File: src/rtl/multdiv_issue_ctrl.sv
// multdiv_issue_ctrl: issue/stall/writeback sequencer in front of the multi-cycle mult/div unit.
// Optional `define MULTDIV_ZERO_BYPASS_EN completes trivial zero-operand requests without the unit.
module multdiv_issue_ctrl #(
   parameter int TIMEOUT_CYCLES = 40,
   parameter int RD_W           = 5
) (
   input  logic            clock,
   input  logic            reset_n,
   input  logic            req_valid,
   output logic            req_ready,
   input  logic            req_is_div,
   input  logic [31:0]     req_opA,
   input  logic [31:0]     req_opB,
   input  logic [RD_W-1:0] req_rd,
   input  logic            flush,
   output logic [31:0]     md_operandA,
   output logic [31:0]     md_operandB,
   output logic            md_ctrl_MULT,
   output logic            md_ctrl_DIV,
   input  logic [31:0]     md_result,
   input  logic            md_exception,
   input  logic            md_resultRDY,
   output logic            wb_valid,
   input  logic            wb_ready,
   output logic [RD_W-1:0] wb_rd,
   output logic [31:0]     wb_data,
   output logic            wb_exception
);
   typedef enum logic [2:0] {IDLE, ISSUE, BUSY, DONE, DRAIN} state_t;
   localparam int WD_W = $clog2(TIMEOUT_CYCLES + 1);

   state_t            state_q, state_d;
   logic [31:0]       opa_q, opa_d, opb_q, opb_d, wb_data_q, wb_data_d;
   logic              is_div_q, is_div_d, wb_exc_q, wb_exc_d;
   logic [RD_W-1:0]   rd_q, rd_d;
   logic [WD_W-1:0]   wd_q, wd_d;
   logic              wd_exp, byp, byp_exc;

   assign wd_exp = (wd_q == WD_W'(TIMEOUT_CYCLES - 1));

`ifdef MULTDIV_ZERO_BYPASS_EN
   // Any zero operand makes the answer 0; only a zero divisor flags an exception.
   assign byp     = (req_opA == 32'h0) || (req_opB == 32'h0);
   assign byp_exc = req_is_div && (req_opB == 32'h0);
`else
   assign byp     = 1'b0;
   assign byp_exc = 1'b0;
`endif

   always_comb begin
      state_d   = state_q;
      opa_d     = opa_q;
      opb_d     = opb_q;
      is_div_d  = is_div_q;
      rd_d      = rd_q;
      wb_data_d = wb_data_q;
      wb_exc_d  = wb_exc_q;
      wd_d      = wd_q;
      case (state_q)
         IDLE: if (req_valid && !flush) begin
            opa_d    = req_opA;
            opb_d    = req_opB;
            is_div_d = req_is_div;
            rd_d     = req_rd;
            state_d  = byp ? DONE : ISSUE;
            if (byp) begin
               wb_data_d = 32'h0;
               wb_exc_d  = byp_exc;
            end
         end
         ISSUE: begin
            wd_d    = '0;
            state_d = flush ? DRAIN : BUSY;
         end
         BUSY: begin
            wd_d = wd_q + WD_W'(1);
            // A flush coinciding with the result discards it outright.
            if (flush) state_d = md_resultRDY ? IDLE : DRAIN;
            else if (md_resultRDY) begin
               wb_data_d = md_result;
               wb_exc_d  = md_exception;
               state_d   = DONE;
            end else if (wd_exp) begin
               wb_data_d = 32'h0;
               wb_exc_d  = 1'b1;
               state_d   = DONE;
            end
         end
         DONE: if (wb_ready || flush) state_d = IDLE;
         DRAIN: begin
            wd_d = wd_q + WD_W'(1);
            if (md_resultRDY || wd_exp) state_d = IDLE;
         end
         default: state_d = IDLE;
      endcase
   end

   always_ff @(posedge clock or negedge reset_n) begin
      if (!reset_n) begin
         state_q   <= IDLE;
         opa_q     <= 32'h0;
         opb_q     <= 32'h0;
         is_div_q  <= 1'b0;
         rd_q      <= '0;
         wb_data_q <= 32'h0;
         wb_exc_q  <= 1'b0;
         wd_q      <= '0;
      end else begin
         state_q   <= state_d;
         opa_q     <= opa_d;
         opb_q     <= opb_d;
         is_div_q  <= is_div_d;
         rd_q      <= rd_d;
         wb_data_q <= wb_data_d;
         wb_exc_q  <= wb_exc_d;
         wd_q      <= wd_d;
      end
   end

   assign req_ready    = (state_q == IDLE);
   assign md_operandA  = opa_q;
   assign md_operandB  = opb_q;
   assign md_ctrl_MULT = (state_q == ISSUE) && !is_div_q;
   assign md_ctrl_DIV  = (state_q == ISSUE) && is_div_q;
   assign wb_valid     = (state_q == DONE);
   assign wb_rd        = rd_q;
   assign wb_data      = wb_data_q;
   assign wb_exception = wb_exc_q;
endmodule

File: config.mk
export PLATFORM = sky130hd
export DESIGN_NAME = multdiv_issue_ctrl
export DESIGN_NICKNAME = d
export VERILOG_FILES = /design/src/rtl/multdiv_issue_ctrl.sv
export SDC_FILE = /design/constraint.sdc
export NUM_CORES = 1
export LEC_CHECK = 0
export BUFFER_PORTS_ARGS = -buffer_cell sky130_fd_sc_hd__buf_2
export CAP_MARGIN = 5
export CORE_ASPECT_RATIO = 1.2
export CORE_MARGIN = 2
export CORE_UTILIZATION = 49
export DETAILED_ROUTE_END_ITERATION = 8
export GPL_ROUTABILITY_DRIVEN = 0
export PLACE_DENSITY = 0.81
export SLEW_MARGIN = 0
export SYNTH_ARGS = -nofsm -noshare
export SYNTH_HDL_FRONTEND = slang
export SYNTH_SLANG_ARGS = --single-unit
File: constraint.sdc
create_clock -name clock -period 1.9 [get_ports clock]
set_input_delay 0.19 -clock clock [delete_from_list [all_inputs] [get_ports clock]]
set_output_delay 0.19 -clock clock [all_outputs]
set_load 0.02 [all_outputs]
==> results of run 1 <==
[logic make-up (layout without fill, tap and decap cells)]
logic type | after synthesis | in the layout | synth area share
DFF | 112 | 112 | 0.525
muxes | 71 | 71 | 0.199
AOI/OAI and AO/OA | 52 | 52 | 0.0572
adders and majority gates | 1 | 1 | 0.00234
buffers and inverters | 35 | 244 | 0.0398
xor gates and xnor gates | 2 | 2 | 0.00328
and+or+nand+nor | 161 | 161 | 0.174
[registers in the layout, summed over array words and instances, names as in the netlist]
name / count
wb_exception: 1
is_div_q: 1
wd_q: 6
wb_rd: 5
md_operandB: 32
md_operandA: 32
state_q: 3
wb_data: 32
[final timing paths]
path                                 from               to  slack, ns
max in group asynchronous         reset_n   md_operandB[1]       0.91
setup / recovery               state_q[2]     md_ctrl_MULT       0.07
setup reg to reg               state_q[2]  md_operandB[15]       0.14
hold / removal                   wb_ready       state_q[1]       0.05
hold reg to reg            md_operandA[7]   md_operandA[7]       0.51
min in group asynchronous         reset_n       wb_data[8]       0.31
[layer usage]
layer / vias to the layer above / GRT usage / part of all wire
met3: 19 / 0.0361 / 0.070
met2: 182 / 0.342 / 0.49
met5: - / 0 / 0
met4: 0 / 0.0762 / 0.018
li1: 1923 / - / -
met1: 1948 / 0.281 / 0.42
[layout make-up]
class | instances | area [µm²]
clock buffer | 9 | 225
clock inverter | 6 | 77.6
fill | 840 | 3730
inverter | 2 | 7.51
multi-input combinational | 287 | 2330
sequential | 112 | 2800
tap | 129 | 161
timing repair buffer | 227 | 1220
[through the flow]
stage	hold slack (ns)	cell area, µm²	setup WS (ns)	total power, µW	std cells
floorplan	-0.106	5340	0.293	6870	434
global placement	0.144	6520	0.245	8120	756
detailed placement	0.141	6520	0.180	8310	756
CTS	0.0353	6830	0.0452	10300	772
global route	0.0382	6830	0.0101	10700	772
finish	0.0463	6830	0.0706	10200	772
[power by group through the flow]
stage	Sequential [µW]	Combinational, µW	Clock (µW)
2_1_floorplan	4880	1990	0
3_3_place_gp	3880	4240	0
3_5_place_dp	3910	4400	0
4_1_cts	3920	4390	1970
5_1_grt	4040	4610	2070
6_report	3920	4340	1920
[layout by cell type (no fill, tap or decap), types with 2 or more instances in the layout]
| cell | instances |
|---|---|
| a211oi_1 | 2 |
| a21oi_1 | 3 |
| a41oi_1 | 2 |
| buf_12 | 4 |
| buf_2 | 213 |
| buf_4 | 9 |
| clkbuf_16 | 9 |
| dfrtp_1 | 112 |
| inv_1 | 2 |
| inv_8 | 2 |
| mux2_4 | 70 |
| nand2_1 | 4 |
| nand2b_1 | 33 |
| nand3_1 | 67 |
| nor2_1 | 7 |
| nor2b_1 | 32 |
| nor3_1 | 4 |
| nor3b_1 | 3 |
| o21ai_0 | 37 |
| o31a_1 | 2 |
==> metrics, run 1 <==
status=complete, no violations; post-synth top area share=0.525; Final ANT Viol Nets=0; Core Box Area=10600 µm²; FFs w/ async S/R, synth=1.00; critical path peak fanout=10; die width=99.3 µm; CTS root buf=clkbuf_16; CP max stage cell=dfrtp_1; Total Wirelength=12300 µm; Comb pwr share=0.426; postcts setup bufs=0; count of cell types in the netlist=40; most common cell in the netlist=dfrtp_1; Critical Path Sink Type=output port; number of synthesized flops with an enable pin=0; DRT Pass-1 Iters=4; Ant. Diodes=0; nets=749; Sw Ratio=0.375; clock buffer depth=2; Slew @ Worst Pin=0.552 ns; Static Leak=0.00333 µW; layout cells sized above 1=0.491; Area Growth Syn to Fin=27.9%; TritonCTS clock tree=yes; internal power=6370 µW; element type at the critical path start=register; antenna violations before repair=0; most used flip-flop cell after synthesis=dfrtp_1; final setup vio count=0; Final Cycle Share=0.963; post-synthesis sequential area ratio=0.525; CP Buf/Inv Count=1; delay-heaviest family, CP=simple AND/OR/NAND/NOR gates; DR vias=4072; Clock Sink Count=112; initial cell density of the core=0.505; Seq cells post-synth=112; synthesized net count=544; Setup Skew=0.00810 ns; largest net degree at the start of global routing=71; Crit Path Class=reg -> out; Worst-Skew Late Latency=0.34 ns; Final TNS setup=0 ns; maximum vdd drop=0.957 mV; fmax=547 MHz; Critical Path Max Stage Delay=0.54 ns; net switching power=3820 µW; DPL Wire Length=8800 µm; Tmin final=1.83 ns; RSZ-0062 raised after global routing=no; max-slew violations=0; 1st-iter DRT viols=160; HP Class=in -> reg; vias in the first global route=4171; most frequent cells after synthesis=dfrtp_1, mux2_4, nand3_1, o21ai_0, nand2b_1; synthesized area per cell=12.3 µm²; hold buffer count at CTS=1; # rows=41; Gate Count Post-Synth=434; critical path depth=3; Hold Fails Final Rpt=0; Critical Path RT=1.71 ns; drt drc=0; Max-Slew Margin vs Limit=0.629; io pins=215; GR Overflow Total=0; Critical Path AT=1.64 ns; top area cells in the synthesized netlist=dfrtp_1, mux2_4, nand3_1; clock power share=0.189; Die Y=118 µm; first-pass GRT wire length=20200 µm; Port Buffers=214; post-synth design cell area=5340 µm²; max-cap viol count=0; WL per Instance=15.9 µm; Die ar.=11800 µm²; Synth warnings=0; total track usage=0.210; drt via density=5.27; CP Cell Sequence=or2_2 -> nor3_1 -> buf_2; post-layout util=0.647; Synth area leader=dfrtp_1; post_cts resized=0; CTS Buf Count=9; Clock transition at path regs=0.07 ns; Worst Hold Depth=2; sequential share of power=0.385; Worst Reg-to-Reg Cells=4; Pwr per Cell Area=1490 nW/µm²; # H-tree levels=3
Power figures use the tool's default switching activity.
==> run 2: changes to the inputs <==
- CORE_ASPECT_RATIO: 1.2 -> 1.1
==> run 2 against run 1 <==
- clock-buffer cell count is 2 higher
- register-to-register slack better by 0.16 ns
- critical path type unchanged
- final cell count is 2.2% higher
- routed wire length is 5.2% higher
- total power is 0.62% lower
- cell area is 0.37% higher
- sequential share of layout area is 0.15 points lower
- maximum frequency is 0.90% higher
- clock power is 7% lower
- via count is 0.83% higher
==> metrics, run 2 (same netlist as run 1, synthesis figures left out) <==
Final Cycle Share=0.954; drt via density=5.20; max-cap viol count=0; R2R Setup Slk=0.30 ns; DRT Pass-1 Iters=4; Critical Path Sink Type=output port; DP Area=6570 µm²; Area Growth Syn to Fin=28.4%; Die Y=114 µm; Pwr per Cell Area=1480 nW/µm²; worst hold path startpoint=wb_ready; WL per Instance=16.3 µm; Critical Path RT=1.71 ns; vias in the first global route=4272; layout cells sized above 1=0.492; CTS root buf=clkbuf_16; Worst Reg-to-Reg Cells=4; Non-Filler Instances=789; Worst Hold Depth=2; WHS Endpoint=state_q[1]; Die ar.=11800 µm²; FF-to-FF Start=state_q[2]; Tmin final=1.81 ns; io pins=215; Port Buffers=214; Ant. Diodes=0; DPL Wire Length=9400 µm; die width=104 µm; Core Box Area=10500 µm²; Static Leak=0.00333 µW; 1st-iter DRT viols=199; RSZ-0062 raised after global routing=no; max-slew violations=0; Clock transition at path regs=0.08 ns; first-pass GRT wire length=21100 µm; Filler cells=841; leading cell type in the layout, fill and taps excluded=buf_2; largest net degree at the start of global routing=66; # H-tree levels=3; DP Cell Count=772; total track usage=0.221; HP Class=in -> reg; FF-to-FF End=wd_q[0]; TritonCTS clock tree=yes; DR vias=4106; final setup vio count=0; CTS Buf Count=9; post-layout util=0.654; clock buffer depth=2; Crit Path Class=reg -> out; drt drc=0; most frequent cells in the layout=buf_2, dfrtp_1, mux2_4; Worst-Skew Late Latency=0.34 ns; critical path peak fanout=11; GR Overflow Total=0; Max-Slew Margin vs Limit=0.634; Hold Fails Final Rpt=0; Slew @ Worst Pin=0.544 ns; antenna violations before repair=0; Critical Path AT=1.62 ns; nets=751; maximum vdd drop=1.21 mV; final instance area=6860 µm²; postcts setup bufs=0; fmax=552 MHz; Total Wirelength=12900 µm; Clock Sink Count=112; # rows=39; status=complete, no violations; Final ANT Viol Nets=0; element type at the critical path start=register; Setup Skew=0.00886 ns; initial cell density of the core=0.509; Final TNS setup=0 ns
run 2: layout make-up:
cell class / count / area (µm²) / area share
Sequential cell: 112 / 2800 / 0.409
Multi-Input combinational cell: 287 / 2330 / 0.340
Timing Repair Buffer: 229 / 1250 / 0.182
Clock buffer: 11 / 243 / 0.0354
Tap cell: 143 / 179 / 0.0261
Clock inverter: 5 / 40.0 / 0.00584
Inverter: 2 / 7.51 / 0.00109
run 2: power by group:
part           internal [µW]  switching (µW)
Clock                    939             854
Combinational           2050            2370
Sequential              3300             620
Total                   6280            3840
run 2: worst max-delay path, stage by stage (launching register included):
cell     delay (ns)
dfrtp_1        0.41
buf_4          0.19
or2_2          0.35
nor3_1         0.15
buf_2          0.19
run 2: per-stage QoR:
step	worst slack, ns	hold slack [ns]	power [µW]
floorplan	0.293	-0.106	6870
global placement	0.320	-0.00335	8180
detailed placement	0.301	-0.00348	8390
CTS	0.0571	0.0435	10200
global route	0.00598	0.0504	10700
finish	0.0870	0.0589	10100
run 2: repair_timing:
action,in CTS,in global routing
hold endpoints to repair,112,0
hold buffers,1,0
gates resized for setup,0,0
setup endpoints to repair,0,0
run 2: worst max path at each step:
stage / start / slack, ns / cells past startpoint / end
final: state_q[2] / 0.09 / 4 / md_ctrl_MULT
after global routing: state_q[2] / 0.006 / 4 / md_ctrl_MULT
after CTS: state_q[2] / 0.06 / 4 / md_ctrl_MULT
after detailed placement: state_q[0] / 0.30 / 4 / md_operandB[11]
after global placement: state_q[0] / 0.32 / 4 / md_operandB[13]
after floorplan: state_q[2] / 0.29 / 4 / md_ctrl_MULT
run 2: routing by layer:
| layer | track usage | vias to the layer above | part of all wire |
|---|---|---|---|
| met3 | 0.0400 | 13 | 0.060 |
| met2 | 0.389 | 176 | 0.51 |
| met5 | 0 | - | 0 |
| met4 | 0.0748 | 0 | 0.012 |
| li1 | - | 1930 | - |
| met1 | 0.279 | 1987 | 0.42 |
